`src/rtl/regfile_pkg.sv`:
```
// Shared constants for the 8x16 register file and its read-side controller.
// Holds the storage geometry defaults, the FSM encoding and the length clamp.
package regfile_pkg;

    localparam int RF_WIDTH  = 16;
    localparam int RF_DEPTH  = 8;
    localparam int RF_ADDR_W = 3;

    localparam int RF_LEN_MAX = RF_DEPTH;

    localparam logic [1:0] ST_IDLE = 2'd0;
    localparam logic [1:0] ST_READ = 2'd1;
    localparam logic [1:0] ST_ERR  = 2'd2;

    typedef enum logic [1:0] {
        S_IDLE = ST_IDLE,
        S_READ = ST_READ,
        S_ERR  = ST_ERR
    } rd_state_t;

    // 0 means a single word; anything past the file size reads it once.
    function automatic int eff_len(input int len, input int depth);
        if (len == 0) return 1;
        if (len > depth) return depth;
        return len;
    endfunction

endpackage

```
`src/rtl/regfile_rsp_stage.sv`:
```
// One-entry response register with valid/ready handshake.
// Loads when told to, holds under backpressure, clears once drained.
module regfile_rsp_stage #(
    parameter int WIDTH = 16
) (
    input  logic             clk,
    input  logic             rst,
    input  logic             i_load,
    input  logic [WIDTH-1:0] i_data,
    input  logic             i_last,
    input  logic             i_err,
    input  logic             i_ready,
    output logic             o_free,
    output logic             o_valid,
    output logic [WIDTH-1:0] o_data,
    output logic             o_last,
    output logic             o_err
);

    logic             r_valid;
    logic [WIDTH-1:0] r_data;
    logic             r_last;
    logic             r_err;

    assign o_free  = !r_valid || i_ready;
    assign o_valid = r_valid;
    assign o_data  = r_data;
    assign o_last  = r_last;
    assign o_err   = r_err;

    always_ff @(posedge clk or posedge rst) begin
        if (rst) begin
            r_valid <= 1'b0;
            r_data  <= '0;
            r_last  <= 1'b0;
            r_err   <= 1'b0;
        end else if (i_load) begin
            r_valid <= 1'b1;
            r_data  <= i_data;
            r_last  <= i_last;
            r_err   <= i_err;
        end else if (i_ready) begin
            r_valid <= 1'b0;
        end
    end

endmodule

```
`src/rtl/regfile_burst_reader.sv`:
```
// Read-side burst controller for the register file storage.
// Walks addresses modulo DEPTH and streams words through the response stage.
module regfile_burst_reader
    import regfile_pkg::*;
#(
    parameter int WIDTH  = RF_WIDTH,
    parameter int DEPTH  = RF_DEPTH,
    parameter int ADDR_W = RF_ADDR_W
) (
    input  logic              clk,
    input  logic              rst,
    input  logic              req_valid,
    output logic              req_ready,
    input  logic [ADDR_W-1:0] req_addr,
    input  logic [ADDR_W:0]   req_len,
    output logic [ADDR_W-1:0] rf_rd_addr,
    input  logic [WIDTH-1:0]  rf_rd_data,
    output logic              rsp_valid,
    input  logic              rsp_ready,
    output logic [WIDTH-1:0]  rsp_data,
    output logic              rsp_last,
    output logic              rsp_err,
    output logic              busy
);

    localparam int CNT_W = ADDR_W + 1;

    rd_state_t         r_state;
    rd_state_t         w_state_nxt;
    logic [ADDR_W-1:0] r_addr;
    logic [CNT_W-1:0]  r_cnt;

    logic              w_free;
    logic              w_load;
    logic [WIDTH-1:0]  w_ld_data;
    logic              w_ld_last;
    logic              w_ld_err;
    logic              w_addr_bad;
    logic [CNT_W-1:0]  w_len_eff;
    logic [ADDR_W-1:0] w_addr_inc;

    assign w_addr_bad = int'(req_addr) >= DEPTH;
    assign w_len_eff  = CNT_W'(eff_len(int'(req_len), DEPTH));
    assign w_addr_inc = (r_addr == ADDR_W'(DEPTH - 1)) ? '0
                                                        : r_addr + ADDR_W'(1);
    assign rf_rd_addr = r_addr;
    assign busy       = (r_state != S_IDLE) || rsp_valid;

    always_comb begin
        w_state_nxt = r_state;
        req_ready   = 1'b0;
        w_load      = 1'b0;
        w_ld_data   = rf_rd_data;
        w_ld_last   = 1'b0;
        w_ld_err    = 1'b0;
        unique case (r_state)
            S_IDLE: begin
                req_ready = 1'b1;
                if (req_valid)
                    w_state_nxt = w_addr_bad ? S_ERR : S_READ;
            end
            S_READ: begin
                if (w_free) begin
                    w_load    = 1'b1;
                    w_ld_last = (r_cnt == CNT_W'(1));
                    if (w_ld_last)
                        w_state_nxt = S_IDLE;
                end
            end
            S_ERR: begin
                if (w_free) begin
                    w_load      = 1'b1;
                    w_ld_data   = '0;
                    w_ld_last   = 1'b1;
                    w_ld_err    = 1'b1;
                    w_state_nxt = S_IDLE;
                end
            end
            default: w_state_nxt = S_IDLE;
        endcase
    end

    // Address and count only move on an accepted request or a captured beat.
    always_ff @(posedge clk or posedge rst) begin
        if (rst) begin
            r_state <= S_IDLE;
            r_addr  <= '0;
            r_cnt   <= '0;
        end else begin
            r_state <= w_state_nxt;
            if (r_state == S_IDLE && req_valid) begin
                r_addr <= req_addr;
                r_cnt  <= w_len_eff;
            end else if (r_state == S_READ && w_load) begin
                r_addr <= w_addr_inc;
                r_cnt  <= r_cnt - CNT_W'(1);
            end
        end
    end

    regfile_rsp_stage #(
        .WIDTH (WIDTH)
    ) u_rsp (
        .clk     (clk),
        .rst     (rst),
        .i_load  (w_load),
        .i_data  (w_ld_data),
        .i_last  (w_ld_last),
        .i_err   (w_ld_err),
        .i_ready (rsp_ready),
        .o_free  (w_free),
        .o_valid (rsp_valid),
        .o_data  (rsp_data),
        .o_last  (rsp_last),
        .o_err   (rsp_err)
    );

endmodule

```
`config.mk`:
```
export PLATFORM = sky130hd
export DESIGN_NAME = regfile_burst_reader
export DESIGN_NICKNAME = d
export VERILOG_FILES = /design/src/rtl/regfile_pkg.sv /design/src/rtl/regfile_rsp_stage.sv /design/src/rtl/regfile_burst_reader.sv
export SDC_FILE = /design/constraint.sdc
export NUM_CORES = 1
export LEC_CHECK = 0
export BUFFER_PORTS_ARGS = -buffer_cell sky130_fd_sc_hd__buf_4
export CAP_MARGIN = 20
export CORE_UTILIZATION = 52
export CTS_BUF_LIST = sky130_fd_sc_hd__clkbuf_4 sky130_fd_sc_hd__clkbuf_8
export DETAILED_ROUTE_END_ITERATION = 12
export PLACE_DENSITY = 0.86
export SYNTH_ARGS = -nofsm -noshare
export SYNTH_HDL_FRONTEND = slang
export SYNTH_SLANG_ARGS = --single-unit
```
`constraint.sdc`:
```
create_clock -name clk -period 3.3 [get_ports clk]
set_input_delay 0.99 -clock clk [delete_from_list [all_inputs] [get_ports clk]]
set_output_delay 0.99 -clock clk [all_outputs]
set_load 0.1 [all_outputs]
```
-- Yosys cells after proc, flatten, opt, wreduce, memory -nomap -nowiden
Cells that the tools add are included.
Widths: inputs -> output; s select.
- add/sub/neg operators: 2
- order comparisons: 1
- equal/unequal tests: 8
- muxes and demuxes: 27
- reductions and logical operators: 12
- operators by type and width (operator ; number):
    $mux 16 ; 2
    $mux 4 ; 5
    $mux 1 ; 11
    $mux 3 ; 3
    $mux 2 ; 4
    $pmux 2 s3 ; 1
    $reduce_bool 2->1 ; 3
    $eq 4x1->1 const B ; 1
    $gt 4x4->1 const B ; 1
    $logic_not 4->1 ; 1
    $ne 2x1->1 const B ; 2
    $ne 2x2->1 const B ; 2
    $reduce_and 4->1 ; 1
    $sub 4x1->4 const B ; 1
    $add 3x1->3 const B ; 1
    $eq 3x3->1 const B ; 1
    $eq 2x1->1 const B ; 1
    $eq 2x2->1 const B ; 1
    $logic_and 1x1->1 ; 2
    $logic_not 2->1 ; 1
    $logic_or 1x1->1 ; 2
    $pmux 1 s2 ; 1
    $reduce_or 2->1 ; 1
    $logic_not 1->1 ; 1
- register bits after elaboration: 28
- bits of input ports: 27

-- Longest topological paths before layout
Gate-level depths: netlist of run 1.
- word-level depth: 7
- mapped depth: 5
- gate-level depth less buffers: 4

-- Modules after synthesis
Synthesis of run 1 repeated with hierarchy kept, for this count alone.
- cell total of the unflattened synthesis: 96
- area, all modules: 1280.0 sq um
- by module, submodules not included (module ; times used ; cells an instance ; area an instance (sq um) ; sequential area each (sq um)):
    regfile_rsp_stage ; 1 ; 42 ; 759.5 ; 475.5
    regfile_burst_reader ; 1 ; 54 ; 520.5 ; 200.2

-- Least setup slack after synthesis of run 1
No wires, ideal clock.
- path type: register to output
- from: register u_rsp.r_valid, in the netlist u_rsp.o_valid
- to: output port busy
- arrival time: 1.533 ns
- data required time: 2.310 ns
- slack: 0.777 ns
- cell stages (with the launch flop): 2
- path buffers: 0
- cell sequence: dfrtp_1 or2_2
- longest elaborated chain between the ends: 1
- RTL lines (what ; RTL line ; source):
    from (decl) ; regfile_rsp_stage.sv:20 ; logic r_valid;
    from (signal assigned) ; regfile_rsp_stage.sv:33 ; r_valid <= 1'b0;
    from (signal assigned) ; regfile_rsp_stage.sv:38 ; r_valid <= 1'b1;
    from (signal assigned) ; regfile_rsp_stage.sv:43 ; r_valid <= 1'b0;
    $logic_or 1x1->1 ; regfile_burst_reader.sv:47 ; assign busy = (r_state != S_IDLE) || rsp_valid;
    to (decl) ; regfile_burst_reader.sv:23 ; output logic busy
Every way passes these cells.

-- Worst setup path in the final report of run 1
- from: register r_state[0]
- to: output port busy
- longest elaborated chain between the ends: 2
- RTL lines (what ; RTL line ; source):
    from (decl) ; regfile_burst_reader.sv:28 ; rd_state_t r_state;
    from (signal assigned) ; regfile_burst_reader.sv:90 ; r_state <= w_state_nxt;
    $reduce_bool 2->1 ; regfile_burst_reader.sv:47 ;
    $logic_or 1x1->1 ; regfile_burst_reader.sv:47 ;
Every way passes these cells.

==> results.yml, run 1 <==
run_status:
  status: "completed"
clock_tree:
  clock-sinks: 26
  htree_levels: 1
  cts_max_path_buffers: 2
  clkTransAtPathRegs_ns: 0.12
  clk_latency_ns: 0.31
  cts_buffers: 3
  hold_buffers: 0
  cts_tree: "done"
  cts_resized: 0
  root_buffer: "clkbuf_4"
  cts_setup_buffers: 0
grt:
  grt_pass1_wl_um: 4140
  antenna_found_initial: 0
  grt_max_degree: 27
  overflow: 0
  grt_pass1_vias: 998
  track_usage: 0.219
synthesis:
  synthDistinctLibCells: 35
  yosys_warnings: 0
  synth.mux.area_fraction: 0.148
  synthAdderAreaFrac: 0.0412
  synth_top_area_share: 0.536
  synthXorXnorAreaFrac: 0
  synth.net_count: 122
  netlist_instances: 91
  synth-simple-area-share: 0.115
  yosysMostFrequentCell: "dfrtp_1"
  ys_ff_latch: 26
  async_flop_share: 1.00
  synthTopCellsByCount: "dfrtp_1 (26), mux2_2 (16), inv_1 (5)"
  synth.area.top_cells: "dfrtp_1 (54%), mux2_2 (15%), ha_1 (4.1%)"
  yosys_most_used_dff: "dfrtp_1"
  synth-seq-area-share: 0.536
  synth_area_um2: 1210
  synth-edff-count: 0
  synth_top_family_by_area: "multiplexers"
  synth_area_leader_cell: "dfrtp_1"
  synth_compound_area_frac: 0.0959
  syn_area_per_cell_um2: 13.3
timing:
  relSlewSlack: 0.570
  fin_skew_ns: 0.00409
  setup_viol: 0
  worst_slew_pin_slew_ns: 0.643
  setup-tns-final_ns: 0
  layout_min_cycle_time_ns: 2.49
  fmax_mhz: 402
  hold_viol: 0
  maxSlewViolCount: 0
  period_share: 0.753
  rsz0062_at_grt: "false"
floorplan:
  pin_count: 51
  dieArea_um2: 2530
  die_y_um: 50.3
  std_cell_rows: 17
  start_util: 0.549
  die_x_um: 50.3
  core-area_um2: 2210
critical_path:
  end_kind: "primary output"
  timing.critical_path.fanout_max: 17
  r2r_cells: 3
  critPathMaxStageDelay_ns: 0.59
  required_ns: 2.31
  path_cells: "or2_2 -> buf_4"
  critical_path_class: "reg -> out"
  arrival_ns: 1.50
  r2r_end: "rf_rd_addr[2]"
  r2r_slack_ns: 1.57
  r2r_start: "r_state[0]"
  start_kind: "register"
  cp_slowest_cell: "dfrtp_1"
route:
  drt-wirelength-per-cell_um: 15.0
  via_count: 937
  drtIter0Drc: 10
  post_drt_via_cell_ratio: 5.64
  postRouteAntennaNets: 0
  finalWirelength_um: 2490
  first_pass_iters: 4
  route.detailed.drc: 0
power:
  leakage_nw: 0.782
  worst_ir_drop_vdd_mv: 0.813
  p_total_w: 0.00164
  power.density_nw_per_um2: 1020
placed_design:
  place_congestion: 0.858
  dp_hpwl_um: 1850
  portBuffers: 49
final_layout:
  antenna-diode-count: 0
  drive_gt1_frac: 0.536
  multi_input_area_um2: 490
  regArea_um2: 651
  nFillCells: 165
  final_util: 0.729
  final_nets: 171
  layout-area-overhead-vs-synth_pct: 32.9
worst_hold_path:
  hp-start: "u_rsp.o_last"
  hold_path.class: "reg -> reg"
  hold-path-endpoint: "u_rsp.o_last"
  whs_path_depth: 1
run:
  drv_cap: 0
==> how the worst max path moves through the flow <==
| stage | from | to | slack, ns | cells past startpoint |
|---|---|---|---|---|
| after global placement | r_state[0] | busy | 1.20 | 2 |
| after detailed placement | req_valid | rf_rd_addr[2] | 1.14 | 4 |
| after global routing | r_state[0] | busy | 0.73 | 2 |
| final | r_state[0] | busy | 0.81 | 2 |
| after floorplan | u_rsp.o_valid | busy | 0.78 | 1 |
| after CTS | r_state[0] | busy | 0.81 | 2 |
==> area by class of cell <==
| type | count | share of cell area |
|---|---|---|
| Sequential cell | 26 | 0.403 |
| Multi-Input combinational cell | 54 | 0.304 |
| Timing Repair Buffer | 50 | 0.245 |
| Tap cell | 28 | 0.0217 |
| Clock buffer | 3 | 0.0140 |
| Inverter | 5 | 0.0116 |
==> per-layer routing <==
layer	track usage	up-vias	share of wire
met5	0	-	0
met4	0.116	0	0.028
met2	0.358	46	0.50
li1	-	424	-
met1	0.263	459	0.39
met3	0.0606	8	0.073
==> cells by family (layout without fill, tap and decap cells) <==
family / after synthesis / after routing
adder cells (fa/ha/maj): 4 / 4
AO/OA/AOI/OAI: 13 / 13
multiplexers: 16 / 16
flip-flops: 26 / 26
buffers and inverters: 11 / 58
other: 1 / 1
AND/OR/NAND/NOR: 20 / 20
==> critical path, delay by kind of cell, from the launching register on <==
| family | cells | cell delay (ns) |
|---|---|---|
| simple gates | 1 | 0.36 |
| flops | 1 | 0.59 |
| buf+inv | 1 | 0.23 |
==> cells in the final DEF, fill, tap and decap left out, types with 2 or more instances in the layout <==
master	n
ha_1	4
buf_4	49
a221o_1	3
dfrtp_1	26
mux2_2	16
nand3_1	3
clkbuf_4	3
and3_1	2
inv_1	5
nand3b_1	2
==> report_power, final <==
| group | leakage, nW | switching, W | internal (W) |
|---|---|---|---|
| registers | 0.302 | 0.0000857 | 0.000420 |
| logic | 0.467 | 0.000739 | 0.000267 |
| clock network | 0.0138 | 0.0000856 | 0.0000428 |
| total | 0.782 | 0.000910 | 0.000730 |
==> flip-flops by register name, summed over array words and instances (netlist names) <==
register       count
r_state            1
r_cnt              4
rf_rd_addr         3
u_rsp.o_last       1
u_rsp.o_valid      1
u_rsp.o_data      16
==> metrics by stage <==
step | setup slack (ns) | hold WS (ns) | cell area [um^2] | std cells
after floorplan | 0.777 | 0.501 | 1210 | 91
after global placement | 1.20 | 0.483 | 1560 | 162
after detailed placement | 1.14 | 0.479 | 1560 | 162
after CTS | 0.814 | 0.515 | 1590 | 165
after global routing | 0.733 | 0.537 | 1610 | 166
final | 0.815 | 0.514 | 1610 | 166
No activity file was read; power rests on OpenSTA's default activity.
==> inputs of run 2 (changes only) <==
CORE_UTILIZATION = 44   (was 52)
PLACE_DENSITY = 0.77   (was 0.86)
clock period = 2.24 ns   (was 3.3 ns; I/O delays follow)
==> results.yml, run 2 (synthesis results as in run 1) <==
power:
  netSwitchingFraction: 0.531
  intPower_w: 0.00119
  clkPwrFrac: 0.127
  leakage_nw: 0.794
  power.density_nw_per_um2: 1560
  worst_ir_drop_vdd_mv: 1.30
  p_switching_w: 0.00135
  p_seq_frac: 0.292
  combPwrFrac: 0.580
clock_tree:
  cts_resized: 0
  htree_levels: 1
  cts_buffers: 3
  cts_max_path_buffers: 2
  clock-sinks: 26
  clk_latency_ns: 0.33
  hold_buffers: 0
  cts_tree: "done"
  root_buffer: "clkbuf_4"
  clkTransAtPathRegs_ns: 0.14
  cts_setup_buffers: 0
final_layout:
  largest_reg_flops: 16
  drive_gt1_frac: 0.550
  layout_common_cells: "buf_4 (51), dfrtp_1 (25), mux2_2 (16)"
  layout-area-overhead-vs-synth_pct: 34.6
  final_nets: 172
  antenna-diode-count: 0
  final_common_cell: "buf_4"
run:
  drv_cap: 0
floorplan:
  core-area_um2: 2540
  start_util: 0.477
  std_cell_rows: 18
  pin_count: 51
  die_y_um: 54.5
  dieArea_um2: 2970
  die_x_um: 54.5
timing:
  layout_min_cycle_time_ns: 2.09
  rsz0062_at_grt: "false"
  fin_skew_ns: 0.00367
  hold_viol: 0
  period_share: 0.934
  maxSlewViolCount: 0
  setup_viol: 0
  setup-tns-final_ns: 0
  setup_ws_ns: 0.149
  fmax_mhz: 478
route:
  first_pass_iters: 4
  via_count: 879
  postRouteAntennaNets: 0
  drt-wirelength-per-cell_um: 14.3
  drtIter0Drc: 8
  route.detailed.drc: 0
  finalWirelength_um: 2420
  post_drt_via_cell_ratio: 5.17
placed_design:
  portBuffers: 49
  place_congestion: 0.898
  dp_hpwl_um: 1800
  dp_worst_setup_slack_ns: 0.434
critical_path:
  cp-endpoint: "busy"
  arrival_ns: 1.42
  path_cells: "or2_2 -> buf_4"
  critical_path_class: "reg -> out"
  timing.critical_path.fanout_max: 17
  r2r_slack_ns: 0.72
  cp_slowest_cell: "dfrtp_2"
  r2r_end: "rf_rd_addr[2]"
  r2r_start: "r_state[0]"
  start_kind: "register"
  r2r_cells: 3
  critPathMaxStageDelay_ns: 0.55
  required_ns: 1.57
  end_kind: "primary output"
  crit_path_start: "r_state[0]"
worst_hold_path:
  hold_path.class: "in -> async"
grt:
  overflow: 0
  antenna_found_initial: 0
  grt_pass1_vias: 885
  grt_pass1_wl_um: 3750
  grt_max_degree: 27
  track_usage: 0.182
run_status:
  status: "completed"
## run 2: cell count changes in the layout (fill, tap and decap cells not counted)
cell       before  now
bufinv_16       0    1
buf_4          49   51
dfrtp_2         0    1
dfrtp_1        26   25
buf_16          1    0
## run 2: layer usage
metal | up-vias | track usage | wire length [um]
met5 | - | 0 | 0
met4 | 0 | 0.0940 | 43
met3 | 6 | 0.0444 | 184
met2 | 43 | 0.293 | 1070
met1 | 404 | 0.225 | 1130
li1 | 426 | - | -
## run 2: layout make-up
type                            count  area, um^2
Clock inverter                      1        30.0
Sequential cell                    26         652
Multi-Input combinational cell     54         490
Fill cell                         200         911
Timing Repair Buffer               51         383
Clock buffer                        3        22.5
Tap cell                           30        37.5
Inverter                            5        18.8
## run 2: power groups by stage
| stage | Combinational, W | Sequential [W] | Clock (W) |
|---|---|---|---|
| 4_1_cts | 0.00148 | 0.000740 | 0.000329 |
| 2_1_floorplan | 0.000413 | 0.00151 | 0 |
| 5_1_grt | 0.00154 | 0.000762 | 0.000346 |
| 6_report | 0.00148 | 0.000743 | 0.000324 |
| 3_3_place_gp | 0.00146 | 0.000738 | 0 |
| 3_5_place_dp | 0.00148 | 0.000748 | 0 |
## run 2: metrics by stage
stage / area (um^2) / hold WS, ns / std cells / util / total power, W
6_report: 1630 / 0.379 / 170 / 0.642 / 0.00254
5_1_grt: 1630 / 0.416 / 170 / 0.642 / 0.00265
4_1_cts: 1630 / 0.383 / 170 / 0.642 / 0.00255
3_5_place_dp: 1580 / 0.494 / 166 / 0.621 / 0.00223
3_3_place_gp: 1580 / 0.483 / 166 / 0.621 / 0.00220
2_1_floorplan: 1210 / 0.501 / 91 / - / 0.00192
## run 2: how the worst min path moves through the flow
stage / from / endpoint / slack (ns) / cells past startpoint
2_1_floorplan: r_cnt[0] / r_cnt[0] / 0.50 / 1
3_3_place_gp: u_rsp.o_last / u_rsp.o_last / 0.48 / 1
3_5_place_dp: u_rsp.o_last / u_rsp.o_last / 0.49 / 1
4_1_cts: rst / u_rsp.o_data[12] / 0.38 / 3
5_1_grt: rst / u_rsp.o_data[11] / 0.42 / 3
6_report: rst / u_rsp.o_data[6] / 0.38 / 3
## run 2: critical path, delay by kind of cell (launching register included)
family	cells	cell delay (ns)
buf+inv	1	0.23
simple gates	1	0.31
flops	1	0.55
